File: src/rtl/wb_arbiter_if.sv
// Writeback arbiter bus: lane results, load returns and the two register-file write ports.
// WB_STATS_EN adds the collision / load-stall counter outputs.
interface wb_arbiter_if #(
    parameter int DEPTH = 4
);
    localparam int PW = $clog2(DEPTH) + 1;

    logic          A_valid_i;
    logic [4:0]    A_rd_addr_i;
    logic [31:0]   A_rd_data_i;
    logic          B_valid_i;
    logic [4:0]    B_rd_addr_i;
    logic [31:0]   B_rd_data_i;
    logic          ld_valid_i;
    logic          ld_ready_o;
    logic [4:0]    ld_rd_addr_i;
    logic [31:0]   ld_data_i;
    logic [4:0]    A_rd_addr_o;
    logic [31:0]   A_rd_data_o;
    logic          A_rd_write_o;
    logic [4:0]    B_rd_addr_o;
    logic [31:0]   B_rd_data_o;
    logic          B_rd_write_o;
    logic [PW-1:0] ld_pending_o;
`ifdef WB_STATS_EN
    logic [15:0]   collision_count_o;
    logic [15:0]   ld_stall_count_o;

    modport slave (
        input  A_valid_i, A_rd_addr_i, A_rd_data_i,
        input  B_valid_i, B_rd_addr_i, B_rd_data_i,
        input  ld_valid_i, ld_rd_addr_i, ld_data_i,
        output ld_ready_o, ld_pending_o,
        output A_rd_addr_o, A_rd_data_o, A_rd_write_o,
        output B_rd_addr_o, B_rd_data_o, B_rd_write_o,
        output collision_count_o, ld_stall_count_o
    );

    modport master (
        output A_valid_i, A_rd_addr_i, A_rd_data_i,
        output B_valid_i, B_rd_addr_i, B_rd_data_i,
        output ld_valid_i, ld_rd_addr_i, ld_data_i,
        input  ld_ready_o, ld_pending_o,
        input  A_rd_addr_o, A_rd_data_o, A_rd_write_o,
        input  B_rd_addr_o, B_rd_data_o, B_rd_write_o,
        input  collision_count_o, ld_stall_count_o
    );
`else
    modport slave (
        input  A_valid_i, A_rd_addr_i, A_rd_data_i,
        input  B_valid_i, B_rd_addr_i, B_rd_data_i,
        input  ld_valid_i, ld_rd_addr_i, ld_data_i,
        output ld_ready_o, ld_pending_o,
        output A_rd_addr_o, A_rd_data_o, A_rd_write_o,
        output B_rd_addr_o, B_rd_data_o, B_rd_write_o
    );

    modport master (
        output A_valid_i, A_rd_addr_i, A_rd_data_i,
        output B_valid_i, B_rd_addr_i, B_rd_data_i,
        output ld_valid_i, ld_rd_addr_i, ld_data_i,
        input  ld_ready_o, ld_pending_o,
        input  A_rd_addr_o, A_rd_data_o, A_rd_write_o,
        input  B_rd_addr_o, B_rd_data_o, B_rd_write_o
    );
`endif
endinterface

File: src/rtl/wb_arbiter.sv
// Writeback arbiter: lanes A/B own their write ports, buffered load returns fill idle ports.
// Optional WB_STATS_EN macro adds saturating collision and load-stall counters.
module wb_arbiter #(
    parameter int DEPTH = 4
) (
    input  logic         clock_i,
    input  logic         reset_i,
    wb_arbiter_if.slave  bus
);
    localparam int AW = $clog2(DEPTH);
    localparam int PW = AW + 1;

    logic [4:0]    r_fifoAddr [DEPTH];
    logic [31:0]   r_fifoData [DEPTH];
    logic [AW-1:0] r_wrPtr;
    logic [AW-1:0] r_rdPtr;
    logic [PW-1:0] r_count;

    logic          r_aWrite;
    logic [4:0]    r_aAddr;
    logic [31:0]   r_aData;
    logic          r_bWrite;
    logic [4:0]    r_bAddr;
    logic [31:0]   r_bData;

    logic          w_aQual;
    logic          w_bQual;
    logic          w_collide;
    logic          w_aLaneWrite;
    logic          w_bLaneWrite;
    logic          w_ready;
    logic          w_push;
    logic          w_pop;
    logic          w_headValid;
    logic [4:0]    w_headAddr;
    logic [31:0]   w_headData;
    logic          w_headConflict;
    logic          w_aWriteNext;
    logic [4:0]    w_aAddrNext;
    logic [31:0]   w_aDataNext;
    logic          w_bWriteNext;
    logic [4:0]    w_bAddrNext;
    logic [31:0]   w_bDataNext;

    assign w_aQual      = bus.A_valid_i && (bus.A_rd_addr_i != 5'd0);
    assign w_bQual      = bus.B_valid_i && (bus.B_rd_addr_i != 5'd0);
    assign w_collide    = w_aQual && w_bQual && (bus.A_rd_addr_i == bus.B_rd_addr_i);
    assign w_aLaneWrite = w_aQual && !w_collide;
    assign w_bLaneWrite = w_bQual;

    // Ready looks only at the registered count, so a full FIFO refuses even while popping.
    assign w_ready     = (r_count != PW'(DEPTH));
    assign w_push      = bus.ld_valid_i && w_ready && (bus.ld_rd_addr_i != 5'd0);
    assign w_headValid = (r_count != '0);
    assign w_headAddr  = r_fifoAddr[r_rdPtr];
    assign w_headData  = r_fifoData[r_rdPtr];
    assign w_pop       = w_headValid && (!w_aQual || !w_bQual);

    // A lane result to the same register is younger than the queued load, so it wins.
    assign w_headConflict = (w_aLaneWrite && (w_headAddr == bus.A_rd_addr_i)) ||
                            (w_bLaneWrite && (w_headAddr == bus.B_rd_addr_i));

    always_comb begin
        w_aWriteNext = w_aLaneWrite;
        w_aAddrNext  = w_aLaneWrite ? bus.A_rd_addr_i : 5'd0;
        w_aDataNext  = w_aLaneWrite ? bus.A_rd_data_i : 32'd0;
        w_bWriteNext = w_bLaneWrite;
        w_bAddrNext  = w_bLaneWrite ? bus.B_rd_addr_i : 5'd0;
        w_bDataNext  = w_bLaneWrite ? bus.B_rd_data_i : 32'd0;
        if (w_pop && !w_headConflict) begin
            if (!w_aQual) begin
                w_aWriteNext = 1'b1;
                w_aAddrNext  = w_headAddr;
                w_aDataNext  = w_headData;
            end else begin
                w_bWriteNext = 1'b1;
                w_bAddrNext  = w_headAddr;
                w_bDataNext  = w_headData;
            end
        end
    end

    always_ff @(posedge clock_i or posedge reset_i) begin
        if (reset_i) begin
            r_aWrite <= 1'b0;
            r_aAddr  <= 5'd0;
            r_aData  <= 32'd0;
            r_bWrite <= 1'b0;
            r_bAddr  <= 5'd0;
            r_bData  <= 32'd0;
        end else begin
            r_aWrite <= w_aWriteNext;
            r_aAddr  <= w_aAddrNext;
            r_aData  <= w_aDataNext;
            r_bWrite <= w_bWriteNext;
            r_bAddr  <= w_bAddrNext;
            r_bData  <= w_bDataNext;
        end
    end

    always_ff @(posedge clock_i or posedge reset_i) begin
        if (reset_i) begin
            r_wrPtr <= '0;
            r_rdPtr <= '0;
            r_count <= '0;
        end else begin
            if (w_push) begin
                r_wrPtr <= r_wrPtr + AW'(1);
            end
            if (w_pop) begin
                r_rdPtr <= r_rdPtr + AW'(1);
            end
            if (w_push && !w_pop) begin
                r_count <= r_count + PW'(1);
            end else if (w_pop && !w_push) begin
                r_count <= r_count - PW'(1);
            end
        end
    end

    // Storage needs no reset: entries are only read once counted in.
    always_ff @(posedge clock_i) begin
        if (w_push) begin
            r_fifoAddr[r_wrPtr] <= bus.ld_rd_addr_i;
            r_fifoData[r_wrPtr] <= bus.ld_data_i;
        end
    end

    assign bus.A_rd_write_o = r_aWrite;
    assign bus.A_rd_addr_o  = r_aAddr;
    assign bus.A_rd_data_o  = r_aData;
    assign bus.B_rd_write_o = r_bWrite;
    assign bus.B_rd_addr_o  = r_bAddr;
    assign bus.B_rd_data_o  = r_bData;
    assign bus.ld_ready_o   = w_ready;
    assign bus.ld_pending_o = r_count;

`ifdef WB_STATS_EN
    logic [15:0] r_collCount;
    logic [15:0] r_stallCount;

    always_ff @(posedge clock_i or posedge reset_i) begin
        if (reset_i) begin
            r_collCount  <= 16'd0;
            r_stallCount <= 16'd0;
        end else begin
            if (w_collide && (r_collCount != 16'hFFFF)) begin
                r_collCount <= r_collCount + 16'd1;
            end
            if (bus.ld_valid_i && !w_ready && (r_stallCount != 16'hFFFF)) begin
                r_stallCount <= r_stallCount + 16'd1;
            end
        end
    end

    assign bus.collision_count_o = r_collCount;
    assign bus.ld_stall_count_o  = r_stallCount;
`endif
endmodule

File: src/flat_wrapper.sv
// flat-port wrapper written by rule: the top's interface ports become plain ports
module wb_arbiter_flat 
#(
    parameter int DEPTH = 4
)
  (clock_i, reset_i, bus_A_valid_i, bus_A_rd_addr_i, bus_A_rd_data_i, bus_B_valid_i, bus_B_rd_addr_i, bus_B_rd_data_i, bus_ld_valid_i, bus_ld_rd_addr_i, bus_ld_data_i, bus_ld_ready_o, bus_ld_pending_o, bus_A_rd_addr_o, bus_A_rd_data_o, bus_A_rd_write_o, bus_B_rd_addr_o, bus_B_rd_data_o, bus_B_rd_write_o);
  wb_arbiter_if #(.DEPTH(DEPTH)) bus_i ();
  input  logic clock_i;
  input  logic reset_i;
  input wire logic [$bits(bus_i.A_valid_i)-1:0] bus_A_valid_i;
  input wire logic [$bits(bus_i.A_rd_addr_i)-1:0] bus_A_rd_addr_i;
  input wire logic [$bits(bus_i.A_rd_data_i)-1:0] bus_A_rd_data_i;
  input wire logic [$bits(bus_i.B_valid_i)-1:0] bus_B_valid_i;
  input wire logic [$bits(bus_i.B_rd_addr_i)-1:0] bus_B_rd_addr_i;
  input wire logic [$bits(bus_i.B_rd_data_i)-1:0] bus_B_rd_data_i;
  input wire logic [$bits(bus_i.ld_valid_i)-1:0] bus_ld_valid_i;
  input wire logic [$bits(bus_i.ld_rd_addr_i)-1:0] bus_ld_rd_addr_i;
  input wire logic [$bits(bus_i.ld_data_i)-1:0] bus_ld_data_i;
  output wire logic [$bits(bus_i.ld_ready_o)-1:0] bus_ld_ready_o;
  output wire logic [$bits(bus_i.ld_pending_o)-1:0] bus_ld_pending_o;
  output wire logic [$bits(bus_i.A_rd_addr_o)-1:0] bus_A_rd_addr_o;
  output wire logic [$bits(bus_i.A_rd_data_o)-1:0] bus_A_rd_data_o;
  output wire logic [$bits(bus_i.A_rd_write_o)-1:0] bus_A_rd_write_o;
  output wire logic [$bits(bus_i.B_rd_addr_o)-1:0] bus_B_rd_addr_o;
  output wire logic [$bits(bus_i.B_rd_data_o)-1:0] bus_B_rd_data_o;
  output wire logic [$bits(bus_i.B_rd_write_o)-1:0] bus_B_rd_write_o;
  assign bus_i.A_valid_i = bus_A_valid_i;
  assign bus_i.A_rd_addr_i = bus_A_rd_addr_i;
  assign bus_i.A_rd_data_i = bus_A_rd_data_i;
  assign bus_i.B_valid_i = bus_B_valid_i;
  assign bus_i.B_rd_addr_i = bus_B_rd_addr_i;
  assign bus_i.B_rd_data_i = bus_B_rd_data_i;
  assign bus_i.ld_valid_i = bus_ld_valid_i;
  assign bus_i.ld_rd_addr_i = bus_ld_rd_addr_i;
  assign bus_i.ld_data_i = bus_ld_data_i;
  assign bus_ld_ready_o = bus_i.ld_ready_o;
  assign bus_ld_pending_o = bus_i.ld_pending_o;
  assign bus_A_rd_addr_o = bus_i.A_rd_addr_o;
  assign bus_A_rd_data_o = bus_i.A_rd_data_o;
  assign bus_A_rd_write_o = bus_i.A_rd_write_o;
  assign bus_B_rd_addr_o = bus_i.B_rd_addr_o;
  assign bus_B_rd_data_o = bus_i.B_rd_data_o;
  assign bus_B_rd_write_o = bus_i.B_rd_write_o;
  wb_arbiter #(.DEPTH(DEPTH)) u_core (.clock_i(clock_i), .reset_i(reset_i), .bus(bus_i));
endmodule
File: config.mk
export PLATFORM = sky130hd
export DESIGN_NAME = wb_arbiter_flat
export DESIGN_NICKNAME = d
export VERILOG_FILES = /design/src/rtl/wb_arbiter_if.sv /design/src/rtl/wb_arbiter.sv /design/src/flat_wrapper.sv
export SDC_FILE = /design/constraint.sdc
export NUM_CORES = 1
export LEC_CHECK = 0
export BUFFER_PORTS_ARGS = -buffer_cell sky130_fd_sc_hd__clkbuf_2
export CAP_MARGIN = 25
export CORE_MARGIN = 2
export CORE_UTILIZATION = 32
export DETAILED_ROUTE_END_ITERATION = 8
export SLEW_MARGIN = 20
export SYNTH_ARGS = -nofsm -noshare
export SYNTH_HDL_FRONTEND = slang
export SYNTH_SLANG_ARGS = --single-unit
File: constraint.sdc
create_clock -name clock_i -period 3 [get_ports clock_i]
set_input_delay 0.3 -clock clock_i [delete_from_list [all_inputs] [get_ports clock_i]]
set_output_delay 0.3 -clock clock_i [all_outputs]
set_load 0.005 [all_outputs]
==> flow_summary.ini <==
[outcome]
status = finished, final reports clean

[timing]
hold_viol = 0
slew-limit-headroom = 0.4558
setup_ws_ns = 0.5742
setup_viol = 0
grt_setup_unrepaired = false
skew_ns = 0.01053
fin_tns_setup_ns = 0
report.final.slew_viol_count = 0
worstMarginPinSlew_ns = 0.8163
fmax_ghz = 0.4122
period_share = 0.8086
finalWorstPathRequiredPeriod_ns = 2.426

[drt]
route.detailed.drc = 0
drtAntennaViolNets = 0
routed_via_density = 4.800
dr.pass1.iters = 4
drtIter0Drc = 415
routedWlPerCell_um = 19.03
wirelength_um = 22230
num_vias = 5606

[global_routing]
grt_antenna_before_repair = 1
grt.total_usage = 0.1514
grt_pass1_wl_um = 33490
grt_pass1_vias = 5830
grt_overflow = 0
grt_max_degree = 41

[cts]
clockRootBuffer = clkbuf_16
tritoncts = built
numCtsBuffers = 26
clk_pin_slew_ns = 0.06
clk_latency_ns = 0.52
post_cts_resized = 0
cts-htree-levels = 1
clk_path_buf_depth = 3
post_cts_buffers = 0
cts.sinks = 231

[pwr]
ir_worst_vdd_mv = 0.4177
p_leak_uw = 0.004871
power_density_nw_per_um2 = 869.1

[worst_setup_path]
r2r-start = u_core.r_rdPtr[1]
cp_slowest_cell = dfrtp_2
cp_top_family = flip-flops
path_cells = mux4_2, xor2_1, nor4_2, a31oi_4, buf_4, a22o_1
crit_start = u_core.r_rdPtr[1]
crit_fanout = 25
crit_path_end_kind = flop
worstSetupPathType = flop to flop
cp_num_buf_inv = 1
required_ns = 3.40
slowest_delay_ns = 0.68
cp-start-kind = flop
crit_arrival_ns = 2.83

[final_layout]
num-fill-cells = 2415
nNetsFinal = 928
drive_above_1_share = 0.3717
final_cell_mix = clkbuf_2, edfxtp_1, dfrtp_1
area_delta_synth_final_pct = 36.38
final_common_cell = clkbuf_2

[hold_path]
hold_class = primary input to flop
min_from = bus_ld_data_i[4]

[placement]
place_worst_setup_slack_ns = 0.5412
hpwl_um = 14120
portBuffers = 195
gp_congestion = 0.7574

[synth]
synth_edf_count = 148
synth_nets = 634
avgSynthCellArea_um2 = 17.24
synthArstFlopShare = 0.3593
ys_seq_area_frac = 0.7387
synth_area_um2 = 8828
ys_top_cells_by_area = edfxtp_1, dfrtp_1, mux4_2, a22o_1, o21ai_1
syn_inst = 512
synthFlopType = edfxtp_1
yosys.area.top_type = edfxtp_1
ys_warn_count = 0
synth_cell_types = 32
synth_top_cell_area_share = 0.5034
ys_seq_elements = 231

[run]
cap_violations = 0

[floorplanning]
io_pins = 196
die_x_um = 170.1
start_util = 0.3267
die_h_um = 170.1
coreArea_um2 = 27030
row_count = 60
dieArea_um2 = 28930
==> stage by stage <==
| stage | std cells | power, uW | utilization | instance area [um^2] | hold WS, ns |
|---|---|---|---|---|---|
| 4_1_cts | 1167 | 10630 | 0.4454 | 12040 | 0.0006656 |
| 5_1_grt | 1168 | 11040 | 0.4455 | 12040 | 0.004835 |
| 6_report | 1168 | 10460 | 0.4455 | 12040 | 0.01958 |
| 3_3_place_gp | 1039 | 7246 | 0.3830 | 10350 | 0.4548 |
| 2_1_floorplan | 512 | 6177 | - | 8828 | 0.3989 |
| 3_5_place_dp | 1039 | 7289 | 0.3830 | 10350 | 0.4591 |
==> report_power, final <==
part           leakage (uW)  internal (uW)  switching, uW
Sequential          0.00237           4190            299
Clock              0.000432           1990           1230
Combinational       0.00207           1330           1430
==> flip-flops by register name, summed over array words and instances (netlist names) <==
name	count
u_core.bus.A_rd_addr_o	5
u_core.bus.A_rd_data_o	32
u_core.bus.A_rd_write_o	1
u_core.bus.B_rd_addr_o	5
u_core.bus.B_rd_data_o	32
u_core.bus.B_rd_write_o	1
u_core.bus.ld_pending_o	3
u_core.r_fifoAddr	20
u_core.r_fifoData	128
u_core.r_rdPtr	2
u_core.r_wrPtr	2
==> layer usage <==
layer | up-vias | track usage | part of all wire
met5 | - | 0 | 0
met2 | 199 | 0.2529 | 0.48
met1 | 2802 | 0.2013 | 0.44
li1 | 2562 | - | -
met3 | 43 | 0.02953 | 0.055
met4 | 0 | 0.04385 | 0.025
==> path summary, 6_finish.rpt <==
kind | slack (ns) | depth (start not counted) | end
worst max-delay path | 0.57 | 6 | u_core.bus.A_rd_data_o[14]
worst min-delay path | 0.02 | 1 | u_core.r_fifoData[1][4]
worst max register to register | 0.57 | 6 | u_core.bus.A_rd_data_o[14]
worst min register to register | 0.55 | 1 | u_core.bus.ld_pending_o[2]
max in group asynchronous | 1.87 | 4 | u_core.r_rdPtr[0]
min in group asynchronous | 0.46 | 3 | u_core.bus.A_rd_data_o[5]
==> final cells by class <==
class	count	area, um^2	share of cell area
clock inverters	14	143.9	0.01195
flip-flops and latches	231	6526	0.5420
repair buffers	297	1992	0.1654
multi-input cells	245	2186	0.1815
inverters	5	20.02	0.001663
diodes	1	2.502	0.0002078
clock buffers	34	743.2	0.06173
well taps	341	426.7	0.03544
==> repair_timing <==
action / in CTS / in global routing
hold buffers: 80 / 0
endpoints found under the setup margin: 0 / 0
hold endpoints to repair: 192 / 0
==> cells in the mapped netlist (2+ instances only) <==
| cell type | instances |
|---|---|
| nor3_1 | 3 |
| o21ai_1 | 40 |
| mux4_2 | 37 |
| xor2_1 | 16 |
| xnor2_1 | 5 |
| clkbuf_1 | 16 |
| nand3_1 | 37 |
| buf_4 | 3 |
| buf_1 | 2 |
| nand2_1 | 40 |
| dfrtp_1 | 83 |
| a22o_1 | 37 |
| inv_1 | 5 |
| and2_1 | 4 |
| a31oi_1 | 2 |
| nor2_1 | 6 |
| or4_1 | 2 |
| buf_2 | 7 |
| ha_1 | 5 |
| buf_6 | 3 |
| edfxtp_1 | 148 |
==> kinds of logic after synthesis <==
family,share of synthesized area
AOI/OAI and AO/OA,0.06307
buffers and inverters,0.02012
DFF,0.7387
adders and majority gates,0.009354
and+or+nand+nor,0.05102
xor gates and xnor gates,0.02083
muxes,0.09694
(Power assumes the default switching activity.)
